File: src/rtl/fifo_rd_streamer.sv
// Read-side drain engine: issues FIFO reads, absorbs the one-cycle read latency in a
// 2-entry in-order buffer and presents words on a valid/ready stream.
module fifo_rd_streamer #(
    parameter int unsigned FIFO_WIDTH = 16,
    parameter int unsigned CNT_W      = 16
) (
    input  logic                  clk,
    input  logic                  rst_n,
    input  logic                  enable,
    input  logic                  fifo_empty,
    input  logic [FIFO_WIDTH-1:0] fifo_dout,
    input  logic                  fifo_underflow,
    output logic                  fifo_rd_en,
    output logic                  m_valid,
    output logic [FIFO_WIDTH-1:0] m_data,
    input  logic                  m_ready,
    output logic [CNT_W-1:0]      words_out,
    output logic                  underflow_err,
    input  logic                  clr_err
);

    logic [FIFO_WIDTH-1:0] mem_q [2];
    logic                  head_q, head_d;
    logic [1:0]            occ_q, occ_d;
    logic                  inflight_q;
    logic [CNT_W-1:0]      words_q, words_d;
    logic                  err_q, err_d;

    logic pop;
    logic capture;
    logic room;
    logic tail;

    assign m_valid   = (occ_q != 2'd0);
    assign m_data    = mem_q[head_q];
    assign pop       = m_valid && m_ready;
    assign capture   = inflight_q && !fifo_underflow;
    // occ + inflight never exceeds 2, so the tail is head offset by occ[0] whenever capturing.
    assign tail      = head_q ^ occ_q[0];

    // Slot is free once the buffered words plus the in-flight return leave room,
    // counting a same-cycle pop as credit.
    assign room = ({1'b0, occ_q} + {2'b00, inflight_q}) < (3'd2 + {2'b00, pop});

    assign fifo_rd_en    = rst_n && enable && !fifo_empty && room;
    assign words_out     = words_q;
    assign underflow_err = err_q;

    always_comb begin
        occ_d   = occ_q;
        head_d  = head_q ^ pop;
        words_d = words_q + CNT_W'(pop);
        err_d   = err_q;
        case ({capture, pop})
            2'b10:   occ_d = occ_q + 2'd1;
            2'b01:   occ_d = occ_q - 2'd1;
            default: occ_d = occ_q;
        endcase
        // A new underflow takes priority over a clear in the same cycle.
        if (inflight_q && fifo_underflow) begin
            err_d = 1'b1;
        end else if (clr_err) begin
            err_d = 1'b0;
        end
    end

    always_ff @(posedge clk or negedge rst_n) begin
        if (!rst_n) begin
            mem_q[0]   <= '0;
            mem_q[1]   <= '0;
            head_q     <= 1'b0;
            occ_q      <= 2'd0;
            inflight_q <= 1'b0;
            words_q    <= '0;
            err_q      <= 1'b0;
        end else begin
            if (capture) begin
                mem_q[tail] <= fifo_dout;
            end
            head_q     <= head_d;
            occ_q      <= occ_d;
            inflight_q <= fifo_rd_en;
            words_q    <= words_d;
            err_q      <= err_d;
        end
    end

endmodule
File: config.mk
export PLATFORM = sky130hd
export DESIGN_NAME = fifo_rd_streamer
export DESIGN_NICKNAME = d
export VERILOG_FILES = /design/src/rtl/fifo_rd_streamer.sv
export SDC_FILE = /design/constraint.sdc
export NUM_CORES = 1
export LEC_CHECK = 0
export CORE_MARGIN = 2
export CORE_UTILIZATION = 53
export CTS_CLUSTER_DIAMETER = 200
export CTS_CLUSTER_SIZE = 10
export DETAILED_ROUTE_END_ITERATION = 8
export GPL_TIMING_DRIVEN = 1
export PLACE_DENSITY = 0.92
export SYNTH_ARGS = -nofsm -noshare
export SYNTH_HDL_FRONTEND = slang
export SYNTH_SLANG_ARGS = --single-unit
File: constraint.sdc
create_clock -name clk -period 4.7 [get_ports clk]
set_input_delay 1.41 -clock clk [delete_from_list [all_inputs] [get_ports clk]]
set_output_delay 1.41 -clock clk [all_outputs]
set_load 0.005 [all_outputs]
* Word-level counts from Yosys, hierarchy flattened
Index checks and enable logic that the tools add are counted.
W data, S select, Z words.
** Word-level totals
- Output and inout port bits :: 35
- Bits of input ports :: 23
- Register bits after elaboration :: 53
** Cells by class
- $add $sub $neg :: 5
- Bitwise operators :: 4
- Reductions and logical operators :: 12
- Muxes and demuxes :: 9
- $lt $le $gt $ge :: 4
- Equality and inequality tests :: 2
** Operators by type and width (number)
- $mux W16 :: 4
- $bwmux W32 :: 1
- $add A16 B1 Y16 :: 1
- $demux W16 S1 :: 1
- $logic_and A1 B1 Y1 :: 7
- $reduce_bool A2 Y1 :: 3
- $ge A2 B2 Y1 const B :: 2
- $not A1 Y2 :: 2
- $pmux W2 S2 :: 1
- $add A2 B1 Y3 :: 1
- $add A2 B1 Y3 const A :: 1
- $lt A3 B3 Y1 :: 1
- $add A2 B1 Y2 const B :: 1
- $eq A2 B1 Y1 const B :: 1
- $eq A2 B2 Y1 const B :: 1
- $logic_not A1 Y1 :: 2
- $lt A2 B1 Y1 const B :: 1
- $mux W1 :: 2
- $sub A2 B1 Y2 const B :: 1
- $xor A1 B1 Y1 :: 2

* Longest topological paths before layout
- Depth after elaboration :: 7
- Mapped depth :: 6

* Worst setup path after synthesis
OpenSTA, ideal clock, no wires.
- Kind :: input to output
- From :: input port m_ready
- To :: output port fifo_rd_en
- Cell stages on the path :: 3
- Arrival time :: 2023 ps
- Path slack :: 1267 ps
- Data required time :: 3290 ps
- Cell sequence :: o21ai_0 > o21ai_0 > nor4b_1
** Between the ends
- Word-level cells in the longest chain between the ends :: 4
** RTL lines
- start, declared :: RTL line 16 : input logic m_ready,
- $logic_and A1 B1 Y1 :: RTL line 36 : assign pop = m_valid && m_ready;
- $add A2 B1 Y3 :: RTL line 43 : assign room = ({1'b0, occ_q} + {2'b00, inflight_q}) < (3'd2 + {2'b00, pop});
- $lt A3 B3 Y1 :: RTL line 43
- $logic_and A1 B1 Y1 :: RTL line 45 : assign fifo_rd_en = rst_n && enable && !fifo_empty && room;
- end, declared :: RTL line 13 : output logic fifo_rd_en,
No other way between the ends.

* Worst setup path after layout
Same ends and word-level chain as after synthesis.

==> metrics.yaml <==
yosys:
  synth.top_cell.area_share: 0.5515
  yosys.cell_count.top_type: "dfrtp_1"
  synthTopCellsByArea: "dfrtp_1 55%, mux2_2 17%, mux2_4 6.2%"
  yosysSeqAreaShare: 0.5515
  synth_common_cells: "53 x dfrtp_1, 37 x mux2_2, 12 x xor2_1"
  synth_cell_type_count: 24
  yosys_warnings: 0
  synth_cells: 170
  syn-num-nets: 198
  dominantRegCellSynth: "dfrtp_1"
  avgSynthCellArea_um2: 14.15
  ys_async_sr_fraction: 1.000
  synth_area_leader_cell: "dfrtp_1"
  synth-seq-cells: 53
  synth_enable_flop_cells: 0
  syn_area_um2: 2405
clock_tree:
  cts_tree: "done"
  cts_setup_buffers: 0
  ctsResizeCount: 0
  cts_buffer_depth: 2
  htree_levels: 2
  cts_root_buf: "clkbuf_8"
  clk_pin_slew_ps: 90
  cts.sinks: 53
  postCtsHoldBufs: 0
  insertion_delay_ps: 300
  cts_inserted_buffers: 5
die:
  initial_core_util: 0.5523
  ios: 58
  core_area_um2: 4354
  fp.dieW_um: 71.36
  dieArea_um2: 5092
  rows: 24
  die_height_um: 71.36
grt:
  grt_pass1_wl_mm: 7.493
  grt_max_degree: 54
  antenna_found_initial: 0
  grt_usage: 0.1931
  grt_pass1_vias: 1530
  gr-total-overflow: 0
drt:
  via_per_inst: 5.335
  num_vias: 1515
  drtIter0Drc: 70
  wl_mm: 4.642
  route.detailed.drc: 0
  wl_per_cell_um: 16.35
  first_pass_iters: 4
  ant_nets: 0
sta:
  fin_crit_sh: 0.9695
  period_needed_ps: 4557
  final-setup-viol-count: 0
  rsz0062_at_grt: "no"
  setup_slack_ps: 143.3
  fmax_mhz: 219.5
  tightestPinTransition_ps: 890.4
  finClkSkew_ps: 6.939
  whs_ps: 478.0
  slew_headroom: 0.4064
  maxSlewViolCount: 0
  final_hold_viol_count: 0
  setup_tns_ps: 0
setup_path:
  cp_slowest_cell: "clkdlybuf4s50_1"
  crit_required_ps: 3290
  cp-start-kind: "primary input"
  crit_arrival_ps: 3150
  crit_type: "in2out"
  end_kind: "primary output"
  cp_max_fo: 2
  max_stage_delay_ps: 580
  path_cells: "clkdlybuf4s50_1 -> o21ai_0 -> o21ai_0 -> nor4b_1 -> clkdlybuf4s50_1"
placed_design:
  dp.cells: 276
  port_buffers: 57
  dp_hpwl_mm: 3.274
  post_dp_cell_area_um2: 2992
  dpl_worst_slack_ps: 148.4
  place.gp.congestion: 0.8034
finish:
  post-route-util: 0.7138
  syn2layout_area_growth_pct: 29.24
  fill_cells: 307
  fin_area_um2: 3108
  layout.cells.non_filler: 284
  fin_nets: 259
  antennaDiodeCount: 0
  drive_above_1_share: 0.2543
job:
  cap_viol_max_count: 0
power_and_ir_drop:
  p_per_area_nw_per_um2: 576.5
  total_leakage_power_nw: 1.389
  total_power_mw: 1.792
  vdd_ir_drop_max_v: 0.0004099
outcome:
  outcome: "complete, no violations"
min_path:
  hold_path.class: "reg2reg"
-- worst max-delay path, delay by kind of cell --
| family | cells | cell delay, ps |
|---|---|---|
| compound gates | 2 | 300 |
| buf+inv | 2 | 1060 |
| simple gates | 1 | 370 |
-- power breakdown --
| part | switching, mW | leakage, nW | internal [mW] | total [mW] |
|---|---|---|---|---|
| sequential | 0.153 | 0.673 | 0.626 | 0.780 |
| clock | 0.137 | 0.0585 | 0.174 | 0.310 |
| combinational | 0.205 | 0.657 | 0.497 | 0.702 |
| total | 0.495 | 1.39 | 1.30 | 1.79 |
-- cell families after synthesis --
kind of cell / count (synthesis) / synth area share
DFF: 53 / 0.5515
AOI/OAI and AO/OA: 3 / 0.006242
buffers and inverters: 8 / 0.02913
xor gates and xnor gates: 20 / 0.07284
adders and majority gates: 5 / 0.02601
and+or+nand+nor: 33 / 0.07389
muxes: 48 / 0.2404
-- registers in the layout, indices dropped and copies added, names as in the netlist --
register / cells
words_out: 16
occ_q: 2
underflow_err: 1
mem_q: 32
inflight_q: 1
head_q: 1
-- final timing paths --
kind / slack (ps) / start / end / cells after the start
min in group asynchronous: 1300 / rst_n / mem_q[13] / 2
hold / removal: 480 / words_out[15] / words_out[15] / 1
setup / recovery: 140 / m_ready / fifo_rd_en / 5
max in group asynchronous: 2960 / rst_n / mem_q[5] / 2
hold reg to reg: 480 / words_out[15] / words_out[15] / 1
setup reg to reg: 2290 / head_q / mem_q[2] / 3
-- cells in the final DEF, fill, tap and decap left out --
cell and n:
and2b_1 1, mux2_2 37, nor4b_1 1, ha_1 5, clkbuf_8 6, or2_2 1, bufinv_16 1, nor2_1 3
mux2_1 1, mux2_4 10, nand4_1 5, o21ai_0 3, dfrtp_1 53, nand2_1 7, xor2_1 12, nand3_1 5
and4_1 1, nor2_2 1, nor4_1 4, inv_1 3, buf_4 2, xnor2_1 8, clkdlybuf4s50_1 56, clkbuf_1 1
nand2b_1 1, nor3_1 3, buf_2 1
-- layout make-up --
type                    instances  area (um2)  share of cell area
flip-flops and latches         53        1326              0.4267
multi-input cells             109        1008              0.3245
repair buffers                 59       580.6              0.1868
clock buffers                   7       86.33             0.02778
well taps                      52       65.06             0.02093
clock inverters                 1       30.03            0.009662
inverters                       3       11.26            0.003623
-- per-layer routing --
metal	share of wire	global-route usage
met1	0.44	0.2538
met5	0	0
met2	0.50	0.3158
met4	0.016	0.06709
met3	0.045	0.04641
(Power assumes the default switching activity.)
